### config.mk
export PLATFORM = sky130hd
export DESIGN_NAME = hs_fifo_sfifo
export DESIGN_NICKNAME = d
export VERILOG_FILES = /design/src/rtl/hs_fifo_sfifo.sv
export SDC_FILE = /design/constraint.sdc
export NUM_CORES = 1
export LEC_CHECK = 0
export ABC_AREA = 1
export BUFFER_PORTS_ARGS = -buffer_cell sky130_fd_sc_hd__buf_2
export CAP_MARGIN = 20
export CORE_ASPECT_RATIO = 1.5
export CORE_MARGIN = 5
export CORE_UTILIZATION = 54
export CTS_CLUSTER_DIAMETER = 150
export DETAILED_ROUTE_END_ITERATION = 10
export PLACE_DENSITY_LB_ADDON = 0.12
export SLEW_MARGIN = 5
export SYNTH_ARGS = -nofsm -noshare
export SYNTH_HDL_FRONTEND = slang
export SYNTH_SLANG_ARGS = --single-unit
export TNS_END_PERCENT = 30
### constraint.sdc
create_clock -name clk -period 4.15 [get_ports clk]
set_input_delay 0.83 -clock clk [delete_from_list [all_inputs] [get_ports clk]]
set_output_delay 0.83 -clock clk [all_outputs]
set_load 0.005 [all_outputs]
### src/rtl/hs_fifo_sfifo.sv
// Single-clock packet FIFO: beats become readable only once their packet commits on wlast,
// and a wdrop beat rewinds the write pointer to discard the packet in progress.
module hs_fifo_sfifo #(
    parameter int unsigned DATA_WIDTH = 32,
    parameter int unsigned FIFO_DEPTH = 16,
    parameter int unsigned AF_THRESH  = FIFO_DEPTH - 2,
    parameter int unsigned AE_THRESH  = 1,
    localparam int unsigned LW        = $clog2(FIFO_DEPTH + 1)
) (
    input  logic                  clk,
    input  logic                  aresetn,
    input  logic                  wvalid,
    output logic                  wready,
    input  logic [DATA_WIDTH-1:0] wdata,
    input  logic                  wlast,
    input  logic                  wdrop,
    output logic                  walmost_full,
    output logic [LW-1:0]         wlevel,
    input  logic                  rready,
    output logic                  rvalid,
    output logic [DATA_WIDTH-1:0] rdata,
    output logic                  rlast,
    output logic                  ralmost_empty,
    output logic [LW-1:0]         rlevel
);

    localparam int unsigned AW = LW - 1;

    logic [DATA_WIDTH:0] mem [FIFO_DEPTH];

    logic [LW-1:0] wr_ptr, cm_ptr, rd_ptr;
    logic [LW-1:0] wr_ptr_nxt, cm_ptr_nxt, rd_ptr_nxt;
    logic [LW-1:0] wlevel_nxt, rlevel_nxt;
    logic          wr_fire, rd_fire;
    logic [DATA_WIDTH:0] rd_entry;

    // Next pointer state; a drop rewinds to the last commit boundary.
    always_comb begin
        wr_fire    = wvalid && wready;
        rd_fire    = rvalid && rready;
        wr_ptr_nxt = wr_ptr;
        cm_ptr_nxt = cm_ptr;
        rd_ptr_nxt = rd_ptr;
        if (rd_fire) begin
            rd_ptr_nxt = rd_ptr + LW'(1);
        end
        if (wr_fire) begin
            if (wdrop) begin
                wr_ptr_nxt = cm_ptr;
            end else begin
                wr_ptr_nxt = wr_ptr + LW'(1);
                if (wlast) begin
                    cm_ptr_nxt = wr_ptr + LW'(1);
                end
            end
        end
        wlevel_nxt = wr_ptr_nxt - rd_ptr_nxt;
        rlevel_nxt = cm_ptr_nxt - rd_ptr_nxt;
    end

    // Pointers plus status outputs registered from their next-state values.
    always_ff @(posedge clk or negedge aresetn) begin
        if (!aresetn) begin
            wr_ptr        <= '0;
            cm_ptr        <= '0;
            rd_ptr        <= '0;
            wlevel        <= '0;
            rlevel        <= '0;
            wready        <= 1'b1;
            rvalid        <= 1'b0;
            walmost_full  <= 1'(AF_THRESH == 0);
            ralmost_empty <= 1'b1;
        end else begin
            wr_ptr        <= wr_ptr_nxt;
            cm_ptr        <= cm_ptr_nxt;
            rd_ptr        <= rd_ptr_nxt;
            wlevel        <= wlevel_nxt;
            rlevel        <= rlevel_nxt;
            wready        <= (wlevel_nxt != LW'(FIFO_DEPTH));
            rvalid        <= (cm_ptr_nxt != rd_ptr_nxt);
            walmost_full  <= (wlevel_nxt >= LW'(AF_THRESH));
            ralmost_empty <= (rlevel_nxt <= LW'(AE_THRESH));
        end
    end

    // Storage is not reset; unread entries are never overwritten.
    always_ff @(posedge clk) begin
        if (wr_fire && !wdrop) begin
            mem[wr_ptr[AW-1:0]] <= {wlast, wdata};
        end
    end

    assign rd_entry = mem[rd_ptr[AW-1:0]];
    assign rdata    = rd_entry[DATA_WIDTH-1:0];
    assign rlast    = rd_entry[DATA_WIDTH];

endmodule

Word level (Yosys, flattened, before mapping)
Memories as Yosys holds them, arrays and structs flattened.
Cells that the tools add are included.

storage, ports and cells
  memories = 1
  logic and storage cells = 30
  output and inout bits = 47
  register bits = 29
  bits in writable memories = 528
  bits of input ports = 38

operators by class
  eq/ne operators = 2
  add/sub/neg operators = 4
  $lt $le $gt $ge = 2
  multiplexer cells = 8
  reduce and logical (&&, ||, !) cells = 4

memory list
  name  depth  width  rd ports  clocked after Yosys merged registers in  write ports  RTL line  text
  mem   16     33     1         0                                        1            29        logic [DATA_WIDTH:0] mem [FIFO_DEPTH];

operators with widths
  operator                                                                              count
  5-bit two-way mux                                                                     6
  5-bit by 1-bit adder with 5-bit output (second input constant)                        2
  5-bit subtractor                                                                      2
  5-bit by 4-bit greater-or-equal comparator with 1-bit output (second input constant)  1
  5-bit by 1-bit less-or-equal comparator with 1-bit output (second input constant)     1
  5-bit != test                                                                         1
  5-bit != test (second input constant)                                                 1
  1-bit logical AND                                                                     3
  1-bit two-way mux                                                                     2
  1-bit logical NOT                                                                     1

Logic depth before layout (Yosys ltp)
  depth in word-level cells = 6
  mapped depth = 17
  depth with buffers taken out = 15

Least setup slack after synthesis
OpenSTA, ideal clock, no wires.

  kind = in2reg
  start point = in wvalid
  end point = mem mem[3][0] in the netlist's numbering, enable pin
  setup slack = 0.204 ns
  buffers on the path = 0
  data required time = 3.686 ns
  cell stages on the path = 4
  setup time = 0.464 ns
  arrival = 3.482 ns
  cell sequence = nand2_1 inv_1 nand2_1 nor3_1

on the way
  word-level cells in the longest chain between the ends = 4

ends and longest elaborated chain
  item                                     RTL line  text
  start: declaration                       12        input logic wvalid,
  1-bit logical AND                        39        wr_fire = wvalid && wready;
  1-bit logical AND                        88        if (wr_fire && !wdrop) begin
  1-bit two-way mux                        88
  1-bit two-way mux (implied by the code)  89        mem[wr_ptr[AW-1:0]] <= {wlast, wdata};
  end: declaration                         29

No other way between the ends.

Final worst setup path
  start point = reg rd_ptr[1]
  end point = out rdata[28]

on the way
  word-level cells in the longest chain between the ends = 1

ends and longest elaborated chain
  item                      RTL line  text
  start: declaration        31        logic [LW-1:0] wr_ptr, cm_ptr, rd_ptr;
  start signal: assignment  76        rd_ptr <= rd_ptr_nxt;
  memory 16 x 33 bit        n/a
  end: declaration          21        output logic [DATA_WIDTH-1:0] rdata,

No other way between the ends.

==> flow_metrics.tcl <==
set metrics [dict create \
    clk_latency_ns 0.57 \
    async_flop_share 0.0521 \
    synthesized_netlist_net_count 1853 \
    first_global_vias 13682 \
    final_period_minus_worst_setup_slack_ns 3.75 \
    layout_worst_path_cycle_share 0.903 \
    detail_route.iter0.violations 1102 \
    count_of_endpoints_failing_setup_in_the_final_report 0 \
    tightestPinTransition_ns 1.04 \
    synth-main-ff-cell "edfxtp_1" \
    maximum_capacitance_violations 0 \
    post-route-drc-count 0 \
    cts_made_buffers 50 \
    die_area_um2 46200 \
    final-seq-area_um2 16600 \
    post_synth_fa_ha_maj_area_fraction 0.00895 \
    finish.cell_count_without_fillers 2470 \
    buffers_inserted_during_post_cts_setup_optimization 0 \
    synth.area.mux_share 0 \
    cts.path.max_buffers 3 \
    netlist.top_cell.by_area "edfxtp_1" \
    ys_warn_count 0 \
    track_usage 0.229 \
    holdCritPathClass "input pin to asynchronous set/reset pin" \
    placeableCoreArea_um2 41800 \
    vias 13940 \
    antenna_violating_nets_post_route 0 \
    cts_resized 0 \
    result_of_the_run "complete, no violations" \
    synth-compound-area-share 0.0917 \
    critical_path_peak_fanout 39 \
    routedWlPerCell_um 21.3 \
    cts.htree.levels 2 \
    overflow_left_after_global_routing 0 \
    routabilityCongestion 0.831 \
    total_power_mw 17.0 \
    syn_avg_cell_area_um2 12.6 \
    yosys.area.top_type_share 0.700 \
    hold_buffers 0 \
    grt_pass1_wl_um 80700 \
    final_net_count 1920 \
    drt-total-wl_um 52600 \
    antenna_found_initial 4 \
    initial_core_util 0.542 \
    yosys-top-cells-area "edfxtp_1 70%, nand2_1 6.4%, o211ai_1 3.3%" \
    number_of_flops_mapped_to_enable_cells_by_yosys 528 \
    startpoint_type "register" \
    multiInputGateArea_um2 4990 \
    die_w_um 177 \
    final_number_of_hold_violating_endpoints 0 \
    synth_seq_area_share 0.732 \
    drive_above_1_share 0.113 \
    unrepaired_setup_endpoints_after_global_routing "no" \
    tritoncts_num_sinks 557 \
    top_count_cell_post_synth "edfxtp_1" \
    mappedNetlistArea_um2 22700 \
    yosys.area_share.simple 0.112 \
    slew_headroom 0.306 \
    cts_tree "done" \
    row_count 92 \
    area_delta_synth_final_pct 11.6 \
    final_max_slew_viol_count 0 \
    worst-endpoint-required_ns 3.32 \
    die_h_um 261 \
    max_clock_freq_ghz 0.267 \
    io_pins 85 \
    io_buffers 84 \
    synth.top_cells.by_count "528 x edfxtp_1, 384 x nand2_1, 163 x inv_1, 152 x nor2_1, 100 x o211ai_1" \
    maximum_vdd_ir_drop_mv 0.555 \
    firstDrtPassIters 5 \
    synth_xor_xnor_area_share 0.00271 \
    setup_slack_ns 0.404 \
    grt_max_degree 234 \
    synth_cell_type_count 30 \
    critPathCaptureType "primary output" \
    avgViaCountPerCell 5.64 \
    yosys_register_bits 557 \
    preCtsSetupSlack_ns 0.977 \
    worst-r2r-cell-count 10 \
    clk_pin_slew_ns 0.06 \
    fillers 3269 \
    worstPathArrival_ns 2.92 \
    power-per-cell-area_nw_per_um2 672 \
    critPathKind "register to primary output" \
    leakagePower_nw 9.09 \
    hpwlAfterDp_um 28300 \
    fin_setup_tns_ns 0 \
    clock_tree_root "clkbuf_16" \
    post-place-cells 2379 \
    synth_top_family_by_area "simple AND/OR/NAND/NOR gates" \
    synth_cells 1800 \
    finalClockSkew_ns 0.0140 \
]
-- worst paths after layout --
| check | startpoint | endpoint | slack, ns |
|---|---|---|---|
| worst max-delay path | rd_ptr[1] | rdata[28] | 0.40 |
| worst min-delay path | aresetn | rlevel[3] | 0.30 |
| worst max register to register | rd_ptr[0] | wready | 1.07 |
| worst min register to register | cm_ptr[4] | cm_ptr[4] | 0.54 |
| max in group asynchronous | aresetn | rd_ptr[0] | 3.34 |
| min in group clk | cm_ptr[4] | cm_ptr[4] | 0.54 |
-- state kept, by name, indices dropped and copies added (netlist names), 5 cells and up --
name,cells
cm_ptr,5
wlevel,5
wr_ptr,5
mem,528
rlevel,5
rd_ptr,5
-- cell usage in the layout, fill, tap and decap left out, types with 3 or more instances in the layout --
cell / Yosys / final
a21oi_1: 38 / 38
buf_12: 0 / 11
buf_2: 54 / 84
buf_4: 12 / 22
bufinv_16: 0 / 3
clkbuf_1: 26 / 13
clkbuf_16: 0 / 51
clkbuf_8: 0 / 3
clkinv_1: 0 / 11
clkinv_2: 0 / 4
dfrtp_1: 27 / 24
edfxtp_1: 528 / 528
ha_1: 13 / 13
inv_1: 163 / 162
inv_2: 3 / 4
nand2_1: 384 / 384
nand3_1: 82 / 82
nand4_1: 5 / 5
nor2_1: 152 / 139
nor2_4: 0 / 14
nor3_2: 1 / 4
o2111ai_1: 65 / 65
o211ai_1: 100 / 100
o21ai_0: 79 / 79
o21ai_1: 33 / 33
xor2_1: 5 / 5
-- per-stage QoR --
stage               cell area [µm²]   util  hold slack (ns)
CTS                           25300  0.605            0.299
global placement              23700  0.568            0.536
finish                        25300  0.605            0.296
global route                  25300  0.605            0.330
detailed placement            23700  0.568            0.523
floorplan                     22700      -            0.484
-- power by group --
| group | internal, mW | switching (mW) |
|---|---|---|
| Sequential | 6.59 | 0.210 |
| Combinational | 1.79 | 3.93 |
| Clock | 2.49 | 1.97 |
-- critical path, cell delays in order, from the launching register on --
cell	delay (ns)
dfrtp_4	0.71
nand2_1	0.18
inv_2	0.44
buf_4	0.45
nand2_1	0.10
o2111ai_1	0.20
nand2_1	0.10
buf_2	0.14
-- logic make-up (layout without fill, tap and decap cells) --
group	after synthesis	in the layout
buffers and inverters	269	373
adders and majority gates	15	15
other	0	2
and+or+nand+nor	636	636
AOI/OAI and AO/OA	316	316
DFF	557	557
xor gates and xnor gates	7	7
-- per-layer routing --
metal	GRT usage	routed length, µm	vias to the layer above	share of wire
met5	0	7	-	0.00013
met4	0.0645	1130	2	0.022
met3	0.0307	2650	89	0.050
met2	0.409	27800	377	0.53
met1	0.294	21000	6955	0.40
li1	-	-	6517	-
-- cell type report --
class                   instances  area share
inverters                     167      0.0249
well taps                     564      0.0279
repair buffers                117      0.0319
flip-flops and latches        557       0.656
clock inverters                22     0.00732
clock buffers                  67      0.0540
diodes                          2    0.000198
multi-input cells             974       0.197
No activity file was read; power rests on OpenSTA's default activity.
